File: src/rtl/clock_pkg.sv
// Time-field widths, limits and set-mode states shared by the
// key controller and the timekeeper.
package clock_pkg;

    localparam int HOUR_W = 5;
    localparam int MIN_W  = 6;
    localparam int SEC_W  = 6;

    localparam logic [HOUR_W-1:0] HOUR_MAX = 5'd23;
    localparam logic [MIN_W-1:0]  MIN_MAX  = 6'd59;
    localparam logic [SEC_W-1:0]  SEC_MAX  = 6'd59;

    // Encoding doubles as the display blink select
    typedef enum logic [1:0] {
        ST_RUN  = 2'b00,
        ST_HOUR = 2'b01,
        ST_MIN  = 2'b10,
        ST_SEC  = 2'b11
    } set_state_t;

    function automatic logic [HOUR_W-1:0] hour_inc(input logic [HOUR_W-1:0] h);
        return (h >= HOUR_MAX) ? '0 : h + 5'd1;
    endfunction

    function automatic logic [MIN_W-1:0] sixty_inc(input logic [MIN_W-1:0] v);
        return (v >= MIN_MAX) ? '0 : v + 6'd1;
    endfunction

    function automatic logic [HOUR_W-1:0] hour_clamp(input logic [HOUR_W-1:0] h);
        return (h > HOUR_MAX) ? '0 : h;
    endfunction

    function automatic logic [MIN_W-1:0] sixty_clamp(input logic [MIN_W-1:0] v);
        return (v > MIN_MAX) ? '0 : v;
    endfunction

endpackage

File: src/rtl/key_debounce.sv
// One push-button: 2-flop synchronizer, debounce counter and a
// registered one-cycle pulse on each accepted press.
module key_debounce #(
    parameter int DB_CYCLES = 1000,
    parameter int CNT_W     = 16
) (
    input  logic clock,
    input  logic reset,
    input  logic key_in,
    output logic level,
    output logic press
);

    localparam logic [CNT_W-1:0] CNT_LAST = CNT_W'(DB_CYCLES - 1);

    logic             sync_a;
    logic             sync_b;
    logic             stable;
    logic             stable_q;
    logic [CNT_W-1:0] cnt;

    always_ff @(posedge clock or posedge reset) begin
        if (reset) begin
            sync_a   <= 1'b0;
            sync_b   <= 1'b0;
            stable   <= 1'b0;
            stable_q <= 1'b0;
            press    <= 1'b0;
            cnt      <= '0;
        end else begin
            sync_a   <= key_in;
            sync_b   <= sync_a;
            stable_q <= stable;
            press    <= stable & ~stable_q;
            // Any sample agreeing with the accepted level restarts the count
            if (sync_b == stable) begin
                cnt <= '0;
            end else if (cnt == CNT_LAST) begin
                stable <= sync_b;
                cnt    <= '0;
            end else begin
                cnt <= cnt + CNT_W'(1);
            end
        end
    end

    assign level = stable;

endmodule

File: src/rtl/clock_key_ctrl.sv
// Button front end and time-setting FSM: pauses the timekeeper, edits
// shadow h/m/s and hands them back with a one-cycle load strobe.
module clock_key_ctrl
    import clock_pkg::*;
#(
    parameter int DB_CYCLES     = 1000,
    parameter int REPEAT_DELAY  = 20000,
    parameter int REPEAT_PERIOD = 5000,
    parameter int CNT_W         = 16
) (
    input  logic              clock,
    input  logic              reset,
    input  logic              key_mode_in,
    input  logic              key_add_in,
    input  logic [HOUR_W-1:0] hour_in,
    input  logic [MIN_W-1:0]  minute_in,
    input  logic [SEC_W-1:0]  second_in,
    output logic              run_en,
    output logic [1:0]        field_sel,
    output logic              set_valid,
    output logic [HOUR_W-1:0] set_hour,
    output logic [MIN_W-1:0]  set_minute,
    output logic [SEC_W-1:0]  set_second
);

    // Fire is registered one cycle ahead, so compare against interval-2
    localparam logic [CNT_W-1:0] RPT_FIRST = CNT_W'(REPEAT_DELAY - 2);
    localparam logic [CNT_W-1:0] RPT_NEXT  = CNT_W'(REPEAT_PERIOD - 2);

    logic mode_press;
    logic mode_level_unused;
    logic add_press;
    logic add_level;

    key_debounce #(
        .DB_CYCLES(DB_CYCLES),
        .CNT_W    (CNT_W)
    ) u_mode_key (
        .clock (clock),
        .reset (reset),
        .key_in(key_mode_in),
        .level (mode_level_unused),
        .press (mode_press)
    );

    key_debounce #(
        .DB_CYCLES(DB_CYCLES),
        .CNT_W    (CNT_W)
    ) u_add_key (
        .clock (clock),
        .reset (reset),
        .key_in(key_add_in),
        .level (add_level),
        .press (add_press)
    );

    logic [CNT_W-1:0] rpt_cnt;
    logic             rpt_fire;
    logic             rpt_steady;
    logic             mode_evt;
    logic             add_evt;

    assign mode_evt = mode_press;
    assign add_evt  = add_press | rpt_fire;

    always_ff @(posedge clock or posedge reset) begin
        if (reset) begin
            rpt_cnt    <= '0;
            rpt_fire   <= 1'b0;
            rpt_steady <= 1'b0;
        end else if (!add_level) begin
            rpt_cnt    <= '0;
            rpt_fire   <= 1'b0;
            rpt_steady <= 1'b0;
        end else if (add_evt) begin
            rpt_cnt    <= '0;
            rpt_fire   <= 1'b0;
            rpt_steady <= rpt_fire;
        end else begin
            rpt_cnt  <= rpt_cnt + CNT_W'(1);
            rpt_fire <= (rpt_cnt == (rpt_steady ? RPT_NEXT : RPT_FIRST));
        end
    end

    set_state_t        state;
    set_state_t        state_d;
    logic [HOUR_W-1:0] hour_d;
    logic [MIN_W-1:0]  minute_d;
    logic [SEC_W-1:0]  second_d;
    logic              valid_d;

    always_comb begin
        state_d  = state;
        hour_d   = set_hour;
        minute_d = set_minute;
        second_d = set_second;
        valid_d  = 1'b0;
        unique case (state)
            ST_RUN: begin
                if (mode_evt) begin
                    state_d  = ST_HOUR;
                    hour_d   = hour_clamp(hour_in);
                    minute_d = sixty_clamp(minute_in);
                    second_d = sixty_clamp(second_in);
                end
            end
            ST_HOUR: begin
                if (mode_evt)     state_d = ST_MIN;
                else if (add_evt) hour_d  = hour_inc(set_hour);
            end
            ST_MIN: begin
                if (mode_evt)     state_d  = ST_SEC;
                else if (add_evt) minute_d = sixty_inc(set_minute);
            end
            ST_SEC: begin
                if (mode_evt) begin
                    state_d = ST_RUN;
                    valid_d = 1'b1;
                end else if (add_evt) begin
                    second_d = sixty_inc(set_second);
                end
            end
            default: state_d = ST_RUN;
        endcase
    end

    always_ff @(posedge clock or posedge reset) begin
        if (reset) begin
            state      <= ST_RUN;
            set_hour   <= '0;
            set_minute <= '0;
            set_second <= '0;
            set_valid  <= 1'b0;
            run_en     <= 1'b1;
        end else begin
            state      <= state_d;
            set_hour   <= hour_d;
            set_minute <= minute_d;
            set_second <= second_d;
            set_valid  <= valid_d;
            run_en     <= (state_d == ST_RUN);
        end
    end

    assign field_sel = state;

endmodule
File: config.mk
export PLATFORM = sky130hd
export DESIGN_NAME = clock_key_ctrl
export DESIGN_NICKNAME = d
export VERILOG_FILES = /design/src/rtl/clock_pkg.sv /design/src/rtl/key_debounce.sv /design/src/rtl/clock_key_ctrl.sv
export SDC_FILE = /design/constraint.sdc
export NUM_CORES = 1
export LEC_CHECK = 0
export ABC_CLOCK_PERIOD_IN_PS = 2400
export BUFFER_PORTS_ARGS = -buffer_cell sky130_fd_sc_hd__buf_2
export CORE_MARGIN = 2
export CORE_UTILIZATION = 53
export DETAILED_ROUTE_END_ITERATION = 8
export PLACE_DENSITY_LB_ADDON = 0.12
export SETUP_SLACK_MARGIN = 0.2
export SKIP_CTS_REPAIR_TIMING = 1
export SLEW_MARGIN = 20
export SYNTH_ARGS = -nofsm -noshare
export SYNTH_HDL_FRONTEND = slang
export SYNTH_SLANG_ARGS = --single-unit
File: constraint.sdc
create_clock -name clock -period 2.4 [get_ports clock]
set_input_delay 0.24 -clock clock [delete_from_list [all_inputs] [get_ports clock]]
set_output_delay 0.24 -clock clock [all_outputs]
set_load 0.02 [all_outputs]
== Yosys cells after proc, flatten, opt, wreduce, memory -nomap -nowiden ==
Cells that the tools add are included.
Widths: inputs -> output; s select.

* Add/subtract/negate cells: 6
* $lt $le $gt $ge: 6
* Equal/unequal tests: 16
* Mux-type cells: 36
* Bitwise gates (word level): 7
* Reductions and logical operators: 10

{| class="wikitable"
|+ Operators by type and width
! kind !! count
|-
| $mux 16 || 6
|-
| $mux 6 || 10
|-
| $add 16x1->16 const B || 3
|-
| $eq 16x10->1 const B || 2
|-
| $mux 5 || 5
|-
| $pmux 6 s2 || 2
|-
| $eq 16x15->1 || 1
|-
| $mux 15 || 1
|-
| $ne 2x2->1 const B || 7
|-
| $add 6x1->6 const B || 2
|-
| $ge 6x6->1 const B || 2
|-
| $gt 6x6->1 const B || 2
|-
| $reduce_and 4->1 || 3
|-
| $pmux 5 s2 || 1
|-
| $mux 2 || 4
|-
| $pmux 2 s4 || 1
|-
| $mux 1 || 6
|-
| $reduce_bool 2->1 || 3
|-
| $add 5x1->5 const B || 1
|-
| $ge 5x5->1 const B || 1
|-
| $gt 5x5->1 const B || 1
|-
| $eq 2x2->1 const B || 2
|-
| $logic_not 2->1 || 2
|-
| $not 1->1 || 4
|-
| 6 further kinds || 9
|}

* Register bits after elaboration: 81
* Input bits: 21
* Output and inout bits: 21

== Logic depth before layout (Yosys ltp) ==
* Depth after elaboration: 5
* Depth in mapped cells: 6
* Depth with buffers taken out: 5

== By module ==
Synthesis repeated with hierarchy kept, for this count alone.

* Cell total of the unflattened synthesis: 429
* Area total of the unflattened synthesis: 4226.6 sq um

{| class="wikitable"
|+ Modules (own cells, without submodules)
! module !! instances !! cells an instance !! area each (sq um) !! seq. area each (sq um)
|-
| clock_key_ctrl || 1 || 255 || 2339.7 || 977.2
|-
| key_debounce || 2 || 87 || 943.4 || 525.5
|}

== Worst setup path after synthesis ==
No wires, ideal clock.

* Path type: register to register
* Start: register u_mode_key.cnt[10]
* End: register u_mode_key.stable, in the netlist u_mode_key.level
* Arrival: 1.776 ns
* Data required time: 2.275 ns
* Path slack: 0.499 ns
* Cell stages (with the launch flop): 4
* Period minus slack after synthesis: 1.901 ns
* Cells stage by stage: dfrtp_1 > or4_1 > or4_4 > mux2_4

* Longest elaborated chain between the ends: 2

{| class="wikitable"
|+ Ends and longest elaborated chain
! what !! RTL line !! text
|-
| start, declared || key_debounce.sv:20 || <nowiki>logic [CNT_W-1:0] cnt;</nowiki>
|-
| start signal, assigned || key_debounce.sv:42 || <nowiki>cnt <= cnt + CNT_W'(1);</nowiki>
|-
| $eq 16x10->1 || key_debounce.sv:38 || <nowiki>end else if (cnt == CNT_LAST) begin</nowiki>
|-
| $reduce_and 2->1 (no line) || -- ||
|-
| end signal, assigned || key_debounce.sv:39 || <nowiki>stable <= sync_b;</nowiki>
|-
| end, declared || key_debounce.sv:18 || <nowiki>logic stable;</nowiki>
|}

No other way between the ends.
A chain may end at the register's enable or synchronous reset.

== Worst setup path in the final report ==
Ends and elaborated chain as after synthesis.

==> results_dict.tcl <==
set metrics [dict create \
    max_slew_margin_pct 53.0 \
    start_kind "register" \
    die_w_um 91.8 \
    viasPerCell 5.65 \
    drt.antenna.violating_nets 0 \
    r2r_start "u_mode_key.cnt[10]$_DFF_PP0_" \
    antenna_cells 0 \
    wl_per_cell_um 13.4 \
    die_h_um 91.8 \
    grt_max_degree 52 \
    slowest_delay_ps 560 \
    drv_slew 0 \
    skew_ps 18.7 \
    cp-startpoint "u_mode_key.cnt[10]$_DFF_PP0_" \
    path_cells "or4_1 > or4_4 > mux2_4" \
    yosysSeqAreaShare_pct 49.6 \
    period_needed_ps 1980 \
    h-tree-depth 3 \
    antenna_found_initial 0 \
    initial_core_util_pct 53.7 \
    numCtsBuffers 9 \
    ys.flop_type "dfrtp_1" \
    clk_pin_slew_ps 90 \
    worst_pin_slew_ps 704 \
    syn_nets 449 \
    crit_slowest_cell "or4_4" \
    critPathKind "reg -> reg" \
    gp_congestion 0.834 \
    grt_pass1_wl_mm 13.5 \
    ir_drop_uv 389 \
    path_max_fanout 6 \
    final_cell_mix "dfrtp_1, nor2_1, buf_2" \
    ys_warn_count 0 \
    drive_gt1_share_pct 16.0 \
    rr_worst_depth 3 \
    holdWs_ps -15.6 \
    synth_edf_count 0 \
    overflow 0 \
    cellPowerDensity_mw_per_mm2 509 \
    fmax_ghz 0.505 \
    post-route-util_pct 60.7 \
    drc_errors 0 \
    max-clock-path-buffers 2 \
    r2r-end "u_mode_key.level$_DFFE_PP0P_" \
    cp.required_ps 2620 \
    critPathCapture "u_mode_key.level$_DFFE_PP0P_" \
    cap_viol_max_count 0 \
    cts.sinks 81 \
    cts_tree "yes" \
    final_cells 578 \
    violations "negative hold slack" \
    syn_area_mm2 0.00409 \
    synth.distinct_cells 53 \
    layout_commonest_cell "dfrtp_1" \
    setup-tns-final_ps 0 \
    die-area_mm2 0.00843 \
    p_leak_uw 0.00186 \
    dpl.hpwl_mm 5.37 \
    grt_usage_pct 19.4 \
    ios 42 \
    area_growth_pct 13.0 \
    grt_setup_unrepaired "no" \
    setup_viol 0 \
    first_pass_iters 6 \
    outcome "finished, violations left" \
    synthCells 421 \
    min_path_type "in -> async" \
    drt_iter0_markers 189 \
    core-area_mm2 0.00761 \
    wirelength_mm 7.76 \
    synth_top_area_share_pct 49.0 \
    dr_total_vias 3264 \
    finalCritPeriodShare_pct 82.5 \
    cts-root-buf "clkbuf_8" \
    ys_ff_latch 81 \
    port-buffer-count 41 \
    fin_nets 499 \
    clk_latency_ps 350 \
    synth_area_leaders "dfrtp_1, xnor2_1, nor2_1, nand3_1, nor4_1" \
    rows 32 \
    crit_arrival_ps 2200 \
    rrSetupSlack_ps 420 \
    syn_avg_cell_area_um2 9.70 \
    hold_viol_final 19 \
    place_inst 560 \
    async_flop_share_pct 100 \
    grt_pass1_vias 2985 \
    yosys.area.top_type "dfrtp_1" \
    worstSetupEndpointType "register" \
]
-- state kept, by name (all words and copies together), names as in the netlist --
signal               count
rpt_cnt                 16
u_mode_key.press         1
u_mode_key.level         1
u_mode_key.stable_q      1
set_second               6
u_mode_key.sync_b        1
u_add_key.press          1
rpt_steady               1
u_add_key.stable_q       1
set_hour                 5
run_en                   1
u_mode_key.cnt          16
u_add_key.level          1
u_mode_key.sync_a        1
u_add_key.sync_b         1
field_sel                2
set_minute               6
u_add_key.sync_a         1
u_add_key.cnt           16
rpt_fire                 1
set_valid                1
-- kinds of logic after synthesis --
logic type,after synthesis,share of synthesized area (%)
compound gates,72,12.0
xor+xnor,43,9.22
fa+ha+maj,7,2.14
buf+inv,25,2.57
flops,81,49.6
mux,3,0.919
simple gates,190,23.5
-- layout make-up --
cell class	instances	area (µm²)
clock buffer	11	131
clock inverter	5	32.5
fill	660	2990
inverter	15	60.1
multi-input combinational	315	1950
sequential	81	2030
tap	102	128
timing repair buffer	49	283
-- worst max-delay path: cells and delay by family, from the launching register on --
family / cells / cell delay (ps)
flops: 1 / 440
simple gates: 2 / 1100
mux: 1 / 320
-- per-stage QoR --
step                total power, µW  worst slack (ps)  cell area (µm²)  hold WS [ps]
finish                         2350               420             4610         -15.6
detailed placement             1510               437             4430           335
floorplan                      1470               499             4090           271
global placement               1510               457             4430           335
CTS                            2380               420             4590         -11.6
global route                   2460               368             4610          30.0
-- metal layers --
metal	vias to the layer above	GRT usage [%]	wire (µm)
met2	63	29.8	3570
met3	6	4.19	298
met1	1583	27.5	3830
li1	1612	-	-
met4	0	6.47	56
met5	-	0	0
-- synthesized netlist by cell type, drive strengths merged (2+ instances only) --
cell,count
a21o,5
a21oi,11
a22o,6
a2bb2oi,2
a31o,2
a31oi,9
a32o,2
and2,2
and3,4
buf,4
clkbuf,6
dfrtp,80
ha,7
inv,15
mux2,3
nand2,22
nand2b,4
nand3,25
nand4,14
nand4b,4
nor2,65
nor2b,4
nor3,16
nor4,16
o2111ai,2
o21a,2
o21ai,17
o2bb2ai,2
o31ai,3
or2,3
or3,4
or4,3
xnor2,34
xor2,9
-- worst min path at each step --
stage | start | to | slack [ps] | depth (start not counted)
floorplan | key_add_in | u_add_key.sync_a$_DFF_PP0_ | 270 | 0
global placement | u_mode_key.sync_a$_DFF_PP0_ | u_mode_key.sync_b$_DFF_PP0_ | 340 | 0
detailed placement | u_mode_key.sync_a$_DFF_PP0_ | u_mode_key.sync_b$_DFF_PP0_ | 330 | 0
CTS | key_mode_in | u_mode_key.sync_a$_DFF_PP0_ | -10 | 1
global route | reset | u_add_key.cnt[10]$_DFF_PP0_ | 30 | 2
finish | reset | u_add_key.cnt[14]$_DFF_PP0_ | -20 | 2
-- report_power, final --
group | internal (µW) | switching (µW) | leakage (µW)
registers | 1380 | 9.18 | 0.00106
clock network | 373 | 491 | 0.0000753
logic | 39.3 | 59.7 | 0.000724
total | 1790 | 560 | 0.00186
(Power assumes the default switching activity.)
